`src/rtl/flp_addsub_norm.sv`:
```
// flp_addsub_norm: post-alignment add/subtract, normalize and round stage of
// the floating-point adder. Two-stage elastic pipeline, valid/ready handshake.
//
// Optional feature macro: FLP_ADDSUB_RNE_EN
//   defined   -> round-to-nearest-even
//   undefined -> truncate (round toward zero)
//
// Ports:
//   clk, rst                 clock, asynchronous active-high reset
//   i_valid / o_ready        input handshake
//   i_sign1, i_sign2, i_sub  operand signs and operation (1 = op1-op2)
//   i_sg1, i_sg2             aligned significands {hidden, frac, guard, sticky}
//   i_ex                     common biased exponent
//   o_valid / i_ready        output handshake
//   o_sign, o_ex, o_frac     packed result fields (hidden bit dropped)
//   o_zero                   result is zero or flushed to zero
//   o_ovf                    exponent overflow, result forced to infinity

module flp_addsub_norm #(
   parameter int EWIDTH  = 8,
   parameter int SWIDTH  = 23,
   parameter int RSWIDTH = 2
) (
   input  logic                      clk,
   input  logic                      rst,
   input  logic                      i_valid,
   output logic                      o_ready,
   input  logic                      i_sign1,
   input  logic                      i_sign2,
   input  logic                      i_sub,
   input  logic [SWIDTH+RSWIDTH:0]   i_sg1,
   input  logic [SWIDTH+RSWIDTH:0]   i_sg2,
   input  logic [EWIDTH-1:0]         i_ex,
   output logic                      o_valid,
   input  logic                      i_ready,
   output logic                      o_sign,
   output logic [EWIDTH-1:0]         o_ex,
   output logic [SWIDTH-1:0]         o_frac,
   output logic                      o_zero,
   output logic                      o_ovf
);

   localparam int OUTWIDTH = 1 + SWIDTH + RSWIDTH;
   localparam int MW       = OUTWIDTH + 1;
   localparam int LZW      = $clog2(OUTWIDTH + 1);
   localparam int XW       = EWIDTH + 2;
   localparam int RW       = SWIDTH + 2;

   // ------------------------------------------------------------------
   // Handshake control
   // ------------------------------------------------------------------
   logic s1_v_q, s1_v_d;
   logic s2_v_q, s2_v_d;
   logic s1_load;
   logic s2_en;
   logic s2_load;

   assign s2_en   = !s2_v_q || i_ready;
   assign o_ready = !s1_v_q || !s2_v_q || i_ready;
   assign s1_load = o_ready && i_valid;
   assign s2_load = s2_en && s1_v_q;
   assign o_valid = s2_v_q;

   always_comb begin
      s1_v_d = s1_v_q;
      s2_v_d = s2_v_q;
      if (o_ready) begin
         s1_v_d = i_valid;
      end
      if (s2_en) begin
         s2_v_d = s1_v_q;
      end
   end

   // ------------------------------------------------------------------
   // S1: sign-magnitude add / subtract
   // ------------------------------------------------------------------
   logic          eff_sub;
   logic [MW-1:0] sum_c;
   logic [MW-1:0] dif12_c;
   logic [MW-1:0] dif21_c;
   logic          ge_c;
   logic [MW-1:0] mag_c;
   logic          sign_c;

   logic [MW-1:0]     s1_mag_q, s1_mag_d;
   logic              s1_sign_q, s1_sign_d;
   logic [EWIDTH-1:0] s1_ex_q, s1_ex_d;

   assign eff_sub = i_sign1 ^ i_sign2 ^ i_sub;
   assign sum_c   = {1'b0, i_sg1} + {1'b0, i_sg2};
   assign dif12_c = {1'b0, i_sg1} - {1'b0, i_sg2};
   assign dif21_c = {1'b0, i_sg2} - {1'b0, i_sg1};
   assign ge_c    = (i_sg1 >= i_sg2);

   always_comb begin
      mag_c  = sum_c;
      sign_c = i_sign1;
      if (eff_sub) begin
         if (ge_c) begin
            mag_c  = dif12_c;
            sign_c = i_sign1;
         end else begin
            mag_c  = dif21_c;
            sign_c = i_sign2 ^ i_sub;
         end
      end
      // Exact cancellation always yields +0.
      if (mag_c == '0) begin
         sign_c = 1'b0;
      end
   end

   always_comb begin
      s1_mag_d  = s1_mag_q;
      s1_sign_d = s1_sign_q;
      s1_ex_d   = s1_ex_q;
      if (s1_load) begin
         s1_mag_d  = mag_c;
         s1_sign_d = sign_c;
         s1_ex_d   = i_ex;
      end
   end

   // ------------------------------------------------------------------
   // S2: normalize
   // ------------------------------------------------------------------
   logic                carry;
   logic [LZW-1:0]      lz;
   logic [OUTWIDTH-1:0] nsig;
   logic [XW-1:0]       nex;
   logic                flush;

   assign carry = s1_mag_q[MW-1];

   // Leading-zero count below the carry bit; the highest set bit wins.
   always_comb begin
      lz = LZW'(OUTWIDTH);
      for (int i = 0; i < OUTWIDTH; i++) begin
         if (s1_mag_q[i]) begin
            lz = LZW'(OUTWIDTH - 1 - i);
         end
      end
   end

   always_comb begin
      nsig = s1_mag_q[OUTWIDTH-1:0] << lz;
      nex  = {2'b00, s1_ex_q} - XW'(lz);
      if (carry) begin
         // Right shift by one; the dropped bit is jammed into sticky.
         nsig = {s1_mag_q[MW-1:2], s1_mag_q[1] | s1_mag_q[0]};
         nex  = {2'b00, s1_ex_q} + XW'(1);
      end
   end

   // nex is a signed quantity: negative or zero means underflow.
   assign flush = (s1_ex_q == '0) || (s1_mag_q == '0) ||
                  (!carry && (nex[XW-1] || (nex == '0)));

   // ------------------------------------------------------------------
   // S2: round
   // ------------------------------------------------------------------
   logic          rnd;
   logic [RW-1:0] rsum;
   logic          rcarry;
   logic [XW-1:0] fex;
   logic          ovf;
   logic          hid_unused;

`ifdef FLP_ADDSUB_RNE_EN
   logic guard;
   logic sticky;
   logic lsb;

   assign guard  = nsig[RSWIDTH-1];
   assign sticky = |nsig[RSWIDTH-2:0];
   assign lsb    = nsig[RSWIDTH];
   assign rnd    = guard && (sticky || lsb);
`else
   logic rs_unused;

   assign rs_unused = ^nsig[RSWIDTH-1:0];
   assign rnd       = 1'b0;
`endif

   assign rsum   = {1'b0, nsig[OUTWIDTH-1:RSWIDTH]} + RW'(rnd);
   // Rounding carried past the hidden bit: significand becomes 1.0.
   assign rcarry = rsum[RW-1];
   assign fex    = nex + XW'(rcarry);
   assign ovf    = !flush && (fex >= XW'((2 ** EWIDTH) - 1));
   assign hid_unused = rsum[SWIDTH];

   // ------------------------------------------------------------------
   // Output registers
   // ------------------------------------------------------------------
   logic              o_sign_q, o_sign_d;
   logic [EWIDTH-1:0] o_ex_q, o_ex_d;
   logic [SWIDTH-1:0] o_frac_q, o_frac_d;
   logic              o_zero_q, o_zero_d;
   logic              o_ovf_q, o_ovf_d;

   always_comb begin
      o_sign_d = o_sign_q;
      o_ex_d   = o_ex_q;
      o_frac_d = o_frac_q;
      o_zero_d = o_zero_q;
      o_ovf_d  = o_ovf_q;
      if (s2_load) begin
         o_sign_d = s1_sign_q;
         o_zero_d = 1'b0;
         o_ovf_d  = 1'b0;
         o_ex_d   = fex[EWIDTH-1:0];
         o_frac_d = rcarry ? '0 : rsum[SWIDTH-1:0];
         if (flush) begin
            o_sign_d = 1'b0;
            o_zero_d = 1'b1;
            o_ex_d   = '0;
            o_frac_d = '0;
         end else if (ovf) begin
            o_ovf_d  = 1'b1;
            o_ex_d   = '1;
            o_frac_d = '0;
         end
      end
   end

   assign o_sign = o_sign_q;
   assign o_ex   = o_ex_q;
   assign o_frac = o_frac_q;
   assign o_zero = o_zero_q;
   assign o_ovf  = o_ovf_q;

   // ------------------------------------------------------------------
   // State
   // ------------------------------------------------------------------
   always_ff @(posedge clk or posedge rst) begin
      if (rst) begin
         s1_v_q    <= 1'b0;
         s2_v_q    <= 1'b0;
         s1_mag_q  <= '0;
         s1_sign_q <= 1'b0;
         s1_ex_q   <= '0;
         o_sign_q  <= 1'b0;
         o_ex_q    <= '0;
         o_frac_q  <= '0;
         o_zero_q  <= 1'b0;
         o_ovf_q   <= 1'b0;
      end else begin
         s1_v_q    <= s1_v_d;
         s2_v_q    <= s2_v_d;
         s1_mag_q  <= s1_mag_d;
         s1_sign_q <= s1_sign_d;
         s1_ex_q   <= s1_ex_d;
         o_sign_q  <= o_sign_d;
         o_ex_q    <= o_ex_d;
         o_frac_q  <= o_frac_d;
         o_zero_q  <= o_zero_d;
         o_ovf_q   <= o_ovf_d;
      end
   end

endmodule

```
`config.mk`:
```
export PLATFORM = sky130hd
export DESIGN_NAME = flp_addsub_norm
export DESIGN_NICKNAME = d
export VERILOG_FILES = /design/src/rtl/flp_addsub_norm.sv
export SDC_FILE = /design/constraint.sdc
export NUM_CORES = 1
export LEC_CHECK = 0
export CAP_MARGIN = 10
export CORE_MARGIN = 5
export CORE_UTILIZATION = 59
export DETAILED_ROUTE_END_ITERATION = 6
export PLACE_DENSITY = 0.95
export SETUP_SLACK_MARGIN = 0.2
export SLEW_MARGIN = 15
export SYNTH_ARGS = -nofsm -noshare
export SYNTH_HDL_FRONTEND = slang
export SYNTH_SLANG_ARGS = --single-unit
```
`constraint.sdc`:
```
create_clock -name clk -period 6.2 [get_ports clk]
set_input_delay 1.55 -clock clk [delete_from_list [all_inputs] [get_ports clk]]
set_output_delay 1.55 -clock clk [all_outputs]
set_load 0.03 [all_outputs]
```
==> summary.md, run 1 <==
| Metric | Value |
|---|---|
| Psw | about 1.7 mW |
| R2r startpoint | s1_mag_q[23]$_DFFE_PP0P_ |
| Post-Synth Simple-Gate Area | roughly 22% |
| Site Rows | 45 |
| Synth Flop Type | dfrtp_1 |
| Worst reg2reg setup slack | between 0.7 and 0.8 ns |
| Total routed wirelength | 31.8 mm |
| DP Worst Slack | between 0.15 and 0.2 ns |
| Count of nets after finishing | 1506 |
| Pin count of the biggest net entering global routing | 49 |
| Post-synthesis async set-or-reset flop share | 100% |
| Area delta synth->final | 18.2% |
| Mapped Cells | roughly 1300 |
| Hold-fix buffers, CTS | 0 |
| Share of cells above drive strength 1 | about 7.8% |
| Core Util, Final | roughly 71% |
| First-pass GRT wire length | ~50 mm |
| Number of remaining DRC errors | 0 |
| DIE HEIGHT | around 130 microns |
| Clock transition at the registers of the reported paths | around 0.050 ns |
| CTS tree | done |
| Clock buffer depth | 2 |
| Final hold viol count | 0 |
| DR pass1 iterations | 6 |
| Mux contribution to synthesized area | ~6.2% |
| Die X | 135 microns |
| Adder-Cell Fraction of Synth Area | 12.6% |
| GRT Overall Usage | between 30% and 40% |
| Area occupied by multi-input gates | between 6000 and 7000 sq um |
| Kind of start point of the critical path | input pin |
| Clock share of power | between 10 and 15% |
| Compound-cell area share of the yosys netlist | 29.5% |
| R2r worst-path depth | 15 |
| ANT nets after route | 0 |
| Initial antenna violation count | 0 |
| Max-slew headroom | between 30 and 40% |
| Number of flops mapped to enable cells by yosys | 0 |
| RR Endpoint | o_frac[22]$_DFFE_PP0P_ |
| Total gr overflow | 0 |
| Hold crit path type | reg2reg |
| Initial DRC Count | between 1000 and 1500 |
| RSZ-0062 raised after global routing | no |
| Max-slew violation count | 0 |
| Vias in the first global route | 9731 |
| Pleak | 4.98 nW |
| # clock sinks | ~70 |
| Worst Setup End Kind | flip-flop |
| # setup viols final | 0 |
| H-tree Lvls | 3 |
| Yosys warning count | 0 |
| Initial Util | roughly three fifths |
| Wire per inst | between 20 and 25 microns |
| Hpwl dp | between 20 and 30 mm |
| Hold Path Stages | 2 |
| Synth Net Count | 1407 |
| Distinct cells, synth | 81 |
| Post-route minimum period | 5.64 ns |
| IO Count | slightly above 100 |
| Synthesized area | 9200 sq um |
| Crit path kind | in2reg |
| Reg area | 1800 sq um |
| Worst-Skew Late Latency | 0.35 ns |
| TritonCTS buffer count | 9 |
| Critical Path RT | 6.42 ns |
| Hold path start | o_frac[17]$_DFFE_PP0P_ |
| Routed vias/inst | 6.54 |
| Clock skew | roughly 0.0081 ns |
| Max cap viols | 0 |
| CORE AREA | 15300 sq um |
| FMAX | 177 MHz |
| Crit-path max FO | 13 |
| Power density cells | about 310 nW/um^2 |
| Post-synthesis xor/xnor area fraction | 2.29% |
| Run status | completed |
| Worst setup margin | approximately 0.56 ns |
| Sequential area share after synthesis | between 15 and 20% |
| Hold Path Sink | o_frac[17]$_DFFE_PP0P_ |
| Fin area | ~11000 sq um |
| Sequential power share | a little under a quarter |
| Syn Area/Cell | 7.36 sq um |
| Largest family of logic cells by synthesized area | compound AO/OA/AOI/OAI gates |
| Comb pwr share | between 60% and 70% |
| Fillers | ~1300 |
| Period Utilization, post-route | just over 90% |
| Final GP Congestion | about 1.0 |
| N_diodes | 0 |
| Root Buffer | clkbuf_16 |
| Synth Register Bits | between 70 and 80 |
| Worst vdd ir | approximately 200 uV |
| Sw Ratio | between 40% and 50% |
| P_int | 1.74 mW |
| Placed Area | 10600 sq um |
| Vias after detailed routing | a little over 10000 |
| Worst-margin pin slew | ~0.94 ns |
| Setup TNS | 0 ns |
| Worst path arrival time | approximately 5.9 ns |
| Total die area | between 15000 and 20000 sq um |
| IO buf count | 102 |
worst max-delay path by stage:
stage                             from                    end  slack (ns)  cells after the start
2_1_floorplan  s1_mag_q[2]$_DFFE_PP0P_  o_frac[6]$_DFFE_PP0P_        1.26                     21
6_report                      i_sg1[9]  s1_sign_q$_DFFE_PP0P_        0.56                     15
5_1_grt                       i_sg1[9]  s1_sign_q$_DFFE_PP0P_        0.26                     15
3_3_place_gp                  i_sg1[8]  s1_sign_q$_DFFE_PP0P_        0.15                     16
4_1_cts                       i_sg1[8]  s1_sign_q$_DFFE_PP0P_        0.49                     16
3_5_place_dp                  i_sg1[8]  s1_sign_q$_DFFE_PP0P_        0.17                     16
kinds of logic (layout without fill, tap and decap cells):
logic type,after synthesis,count (layout)
flops,72,72
simple gates,426,426
fa+ha+maj,90,90
buf+inv,165,269
xor+xnor,24,24
compound gates,416,416
mux,57,57
critical path: stages:
cell,delay (ns)
clkdlybuf4s50_1,0.52
inv_1,0.06
ha_1,0.47
a21oi_1,0.37
a21boi_0,0.20
o21ba_2,0.26
o21a_1,0.30
o21ai_1,0.58
a21oi_1,0.18
nor4_1,0.42
o211ai_1,0.14
nor4b_1,0.34
nand4bb_1,0.14
nor4_1,0.27
nor2_1,0.06
routing by layer:
layer	wire length, microns	vias up	global-route usage (%)	part of all wire (%)
met5	0	-	0	0
met4	1860	0	18.2	5.8
met3	2300	140	3.39	7.2
met2	15200	598	59.1	48
met1	12400	4724	42.0	39
li1	-	4769	-	-
area by class of cell:
cell class                 count  area share (%)
inverter                      97            3.35
sequential                    72            16.6
timing repair buffer         156            13.1
tap                          211            2.43
multi-input combinational   1013            61.9
clock inverter                 5           0.288
clock buffer                  11            2.32
cells in the mapped netlist (6+ instances only):
cell	instances	area share, %
o21ai_1	10	0.54
o21bai_1	6	0.49
a221oi_1	6	0.57
a22oi_1	6	0.49
o22ai_1	14	0.95
nand4_1	16	1.1
nor2b_1	10	0.68
a211oi_1	13	1.1
a31oi_1	9	0.61
xnor2_1	17	1.6
o31ai_1	16	1.3
a32oi_1	6	0.57
dfrtp_1	72	20
xor2_1	7	0.67
and3_1	10	0.68
o21a_1	14	1.1
nor4_1	12	0.82
nor3_1	24	1.3
mux2i_1	54	5.9
nand3_1	29	1.6
o311ai_0	7	0.67
o211ai_1	24	2.0
o221ai_1	10	0.95
nand2_1	157	6.4
or4_1	11	0.90
nor2_1	97	4.0
ha_1	86	12
a21oi_1	120	6.5
a21o_1	14	1.1
clkbuf_1	41	1.7
a311oi_1	6	0.57
o21ai_0	84	4.6
nand2b_1	22	1.5
inv_1	95	3.9
and2_1	8	0.54
buf_2	16	0.87
sequential cells by signal, indices dropped and copies added (netlist names):
signal / flops
o_zero: 1
s1_v_q: 1
o_valid: 1
s1_ex_q: 8
o_frac: 23
s1_sign_q: 1
o_ex: 8
o_sign: 1
s1_mag_q: 27
o_ovf: 1
through the flow:
stage	hold WS (ns)	power, mW	std cells
floorplan	0.457	2.16	1250
global placement	0.460	2.84	1549
detailed placement	0.465	2.87	1549
CTS	0.478	3.37	1565
global route	0.497	3.62	1565
finish	0.471	3.42	1565
power by group through the flow:
| stage | combinational, mW | clock (mW) | sequential [mW] |
|---|---|---|---|
| 2_1_floorplan | 1.24 | 0 | 0.918 |
| 3_3_place_gp | 2.05 | 0 | 0.791 |
| 3_5_place_dp | 2.07 | 0 | 0.803 |
| 4_1_cts | 2.09 | 0.486 | 0.797 |
| 5_1_grt | 2.29 | 0.505 | 0.824 |
| 6_report | 2.13 | 0.488 | 0.802 |
cell usage in the layout, fill, tap and decap left out, drive strengths merged, types with 9 or more instances in the layout:
master | synthesis | final
clkbuf | 41 | 11
clkdlybuf4s50 | 0 | 102
and3 | 10 | 10
nor2 | 97 | 97
dfrtp | 72 | 72
nor4 | 14 | 14
nand2b | 22 | 22
ha | 86 | 86
inv | 97 | 97
mux2i | 54 | 54
o22ai | 14 | 14
nor3 | 24 | 24
nor2b | 10 | 10
a21o | 14 | 14
a211oi | 13 | 13
nand2 | 160 | 160
o221ai | 10 | 10
o211ai | 24 | 24
a21oi | 120 | 120
o31ai | 16 | 16
o21ai | 95 | 95
a31oi | 9 | 9
xnor2 | 17 | 17
buf | 27 | 54
nand3 | 31 | 31
nand4 | 18 | 18
or4 | 12 | 12
o21a | 14 | 14
repair_timing:
item                                    4_1_cts  5_1_grt
endpoints found under the setup margin        0        1
endpoints found under the hold margin         0        0
buffers inserted                              0        0
resized for setup                             0        2
(Power assumes the default switching activity.)
==> run 2: changes to the inputs <==
--- a/config.mk
+++ b/config.mk
@@ -6,9 +6,11 @@
 export NUM_CORES = 1
 export LEC_CHECK = 0
 export CAP_MARGIN = 10
+export CORE_ASPECT_RATIO = 0.8
 export CORE_MARGIN = 5
 export CORE_UTILIZATION = 59
 export DETAILED_ROUTE_END_ITERATION = 6
+export MAX_ROUTING_LAYER = met4
 export PLACE_DENSITY = 0.95
 export SETUP_SLACK_MARGIN = 0.2
 export SLEW_MARGIN = 15
==> run 2 against run 1 <==
Clock power about the same; flip-flop and latch count unchanged; hold slack improved by 0.013 ns; clock skew increased by 0.00095 ns; sequential power about the same; first-iteration DRC count increased by 21%; die area about the same; clock-buffer cell count decreased by 1; power increased by 2.6%; global-route usage increased by 3.9 points; critical path type unchanged; largest cell class unchanged.
==> summary.md, run 2 (synthesis results as in run 1) <==
| Metric | Value |
|---|---|
| Pin count of the biggest net entering global routing | 73 (+49%) |
| DR pass1 iterations | 6 (unchanged) |
| Clock skew | 0.00903 ns (+0.000945 ns) |
| Clock buffer depth | 2 (unchanged) |
| Kind of start point of the critical path | input pin |
| # setup viols final | 0 (unchanged) |
| Worst-margin pin slew | 1.02 ns (+0.0813 ns) |
| Area occupied by multi-input gates | 6740 sq um (about the same) |
| Die X | 150 microns (+11%) |
| Core Util, Final | 71.9% (+0.63 points) |
| Largest register FFs | 27 (unchanged) |
| Max-slew headroom | 31.7% (-5.5 points) |
| Post-route minimum period | 5.86 ns (+0.220 ns) |
| Worst Setup End Kind | flip-flop |
| N_diodes | 0 (unchanged) |
| Hpwl dp | 27.2 mm (+6.0%) |
| Sw Ratio | 50.7% (+1.7 points) |
| CTS tree | done |
| Hold crit path type | reg2reg |
| IO Count | 103 (unchanged) |
| # clock sinks | 72 (unchanged) |
| Critical Path RT | 6.42 ns (about the same) |
| Worst vdd ir | 222 uV (+11%) |
| Pleak | 4.98 nW (about the same) |
| Setup TNS | 0 ns (unchanged) |
| P_int | 1.73 mW (-0.85%) |
| ANT nets after route | 0 (unchanged) |
| DIE HEIGHT | 122 microns (-9.8%) |
| Reg area | 1800 sq um (unchanged) |
| Sequential power share | 22.9% (-0.6 points) |
| Power density cells | 321 nW/um^2 (+2.3%) |
| Psw | 1.78 mW (+6.2%) |
| H-tree Lvls | 3 (unchanged) |
| Total gr overflow | 0 (unchanged) |
| Initial Util | 60.7% (+0.37 points) |
| Run status | completed |
| Initial DRC Count | 1542 (+21%) |
| Clock transition at the registers of the reported paths | 0.06 ns (about the same) |
| Setup Buffers After CTS | 0 (unchanged) |
| Routed vias/inst | 6.74 (+3.1%) |
| Share of cells above drive strength 1 | 8.09% (+0.27 points) |
| Crit path kind | in2reg |
| Crit-path max FO | 5 (-8) |
| Total die area | 18200 sq um (about the same) |
| First-pass GRT wire length | 53.4 mm (+6.6%) |
| Number of remaining DRC errors | 0 (unchanged) |
| Fin area | 10900 sq um (+0.26%) |
| Area delta synth->final | 18.6% |
| CTS resizes | 0 (unchanged) |
| FMAX | 171 MHz (-3.7%) |
| Comb pwr share | 63.2% (+1.0 points) |
| Worst-Skew Late Latency | 0.35 ns (about the same) |
| CORE AREA | 15200 sq um (-0.62%) |
| Wire per inst | 21.9 microns (+7.7%) |
| Commonest non-fill, non-tap cells in the layout | nand2_1, a21oi_1, clkdlybuf4s50_1 |
| Site Rows | 40 (-11%) |
| Final GP Congestion | 1.10 (+8.4%) |
| Biggest register | s1_mag_q |
| TritonCTS buffer count | 9 (unchanged) |
| Vias after detailed routing | 10600 (+3.4%) |
| Final hold viol count | 0 (unchanged) |
| Worst path arrival time | 6.09 ns (+0.23 ns) |
| IO buf count | 102 (unchanged) |
| Max-slew violation count | 0 (unchanged) |
| Clock share of power | 13.8% (-0.5 points) |
| Placed Area | 10600 sq um (+0.34%) |
| Max cap viols | 0 (unchanged) |
| Initial antenna violation count | 0 (unchanged) |
| Count of nets after finishing | 1511 (+0.33%) |
| Hold-fix buffers, CTS | 0 (unchanged) |
| Period Utilization, post-route | 94.6% (+3.5 points) |
| GRT Overall Usage | 38.1% (+3.9 points) |
| Total routed wirelength | 34.3 mm (+8.0%) |
| Commonest non-fill, non-tap cell in the layout | nand2_1 |
| RSZ-0062 raised after global routing | no |
| Fillers | 1205 (-4.6%) |
| Root Buffer | clkbuf_16 |
| Vias in the first global route | 9706 (-0.26%) |
## run 2: power by group through the flow
stage	sequential, mW	combinational, mW	clock (mW)
floorplan	0.918	1.24	0
global placement	0.793	2.09	0
detailed placement	0.798	2.11	0
CTS	0.794	2.14	0.483
global route	0.820	2.36	0.502
finish	0.804	2.22	0.485
## run 2: final timing paths
kind	start	endpoint	slack [ns]	cells after the start
setup / recovery	i_sg1[0]	s1_sign_q$_DFFE_PP0P_	0.34	16
hold / removal	o_frac[14]$_DFFE_PP0P_	o_frac[14]$_DFFE_PP0P_	0.48	2
setup reg to reg	s1_mag_q[23]$_DFFE_PP0P_	o_frac[22]$_DFFE_PP0P_	0.58	15
hold reg to reg	o_frac[14]$_DFFE_PP0P_	o_frac[14]$_DFFE_PP0P_	0.48	2
max in group asynchronous	rst	s1_mag_q[18]$_DFFE_PP0P_	3.81	3
min in group asynchronous	rst	o_zero$_DFFE_PP0P_	1.80	3
## run 2: per-layer routing
layer	vias to the layer above	GRT usage [%]	part of all wire, %	routed length (microns)
li1	4754	-	-	-
met1	5028	54.7	44	15000
met2	740	53.7	42	14300
met3	53	11.1	13	4510
met4	0	6.80	1.5	518
met5	-	-	0	0
## run 2: through the flow
| step | setup slack, ns | hold WS, ns | cells | total power [mW] |
|---|---|---|---|---|
| floorplan | 1.26 | 0.457 | 1250 | 2.16 |
| global placement | 0.0872 | 0.461 | 1553 | 2.88 |
| detailed placement | 0.0829 | 0.469 | 1553 | 2.91 |
| CTS | 0.421 | 0.484 | 1569 | 3.41 |
| global route | 0.289 | 0.509 | 1569 | 3.69 |
| finish | 0.335 | 0.483 | 1569 | 3.50 |
## run 2: cell type report
cell class / instances / share of cell area, %
inverter: 97 / 3.34
sequential: 72 / 16.5
clock inverter: 6 / 0.413
tap: 210 / 2.41
multi-input combinational: 1013 / 61.8
clock buffer: 10 / 2.10
timing repair buffer: 161 / 13.4
## run 2: critical path, cell delays in order
cell,delay (ns)
clkdlybuf4s50_1,0.47
ha_1,0.26
fa_1,0.41
nor2b_1,0.16
o311ai_0,0.54
a21oi_1,0.40
a2111oi_1,0.65
buf_4,0.23
o41ai_1,0.10
nand2b_1,0.17
o31ai_1,0.10
xnor2_1,0.14
nor3_1,0.32
nand4bb_1,0.15
nor4_1,0.35
nor2_1,0.07
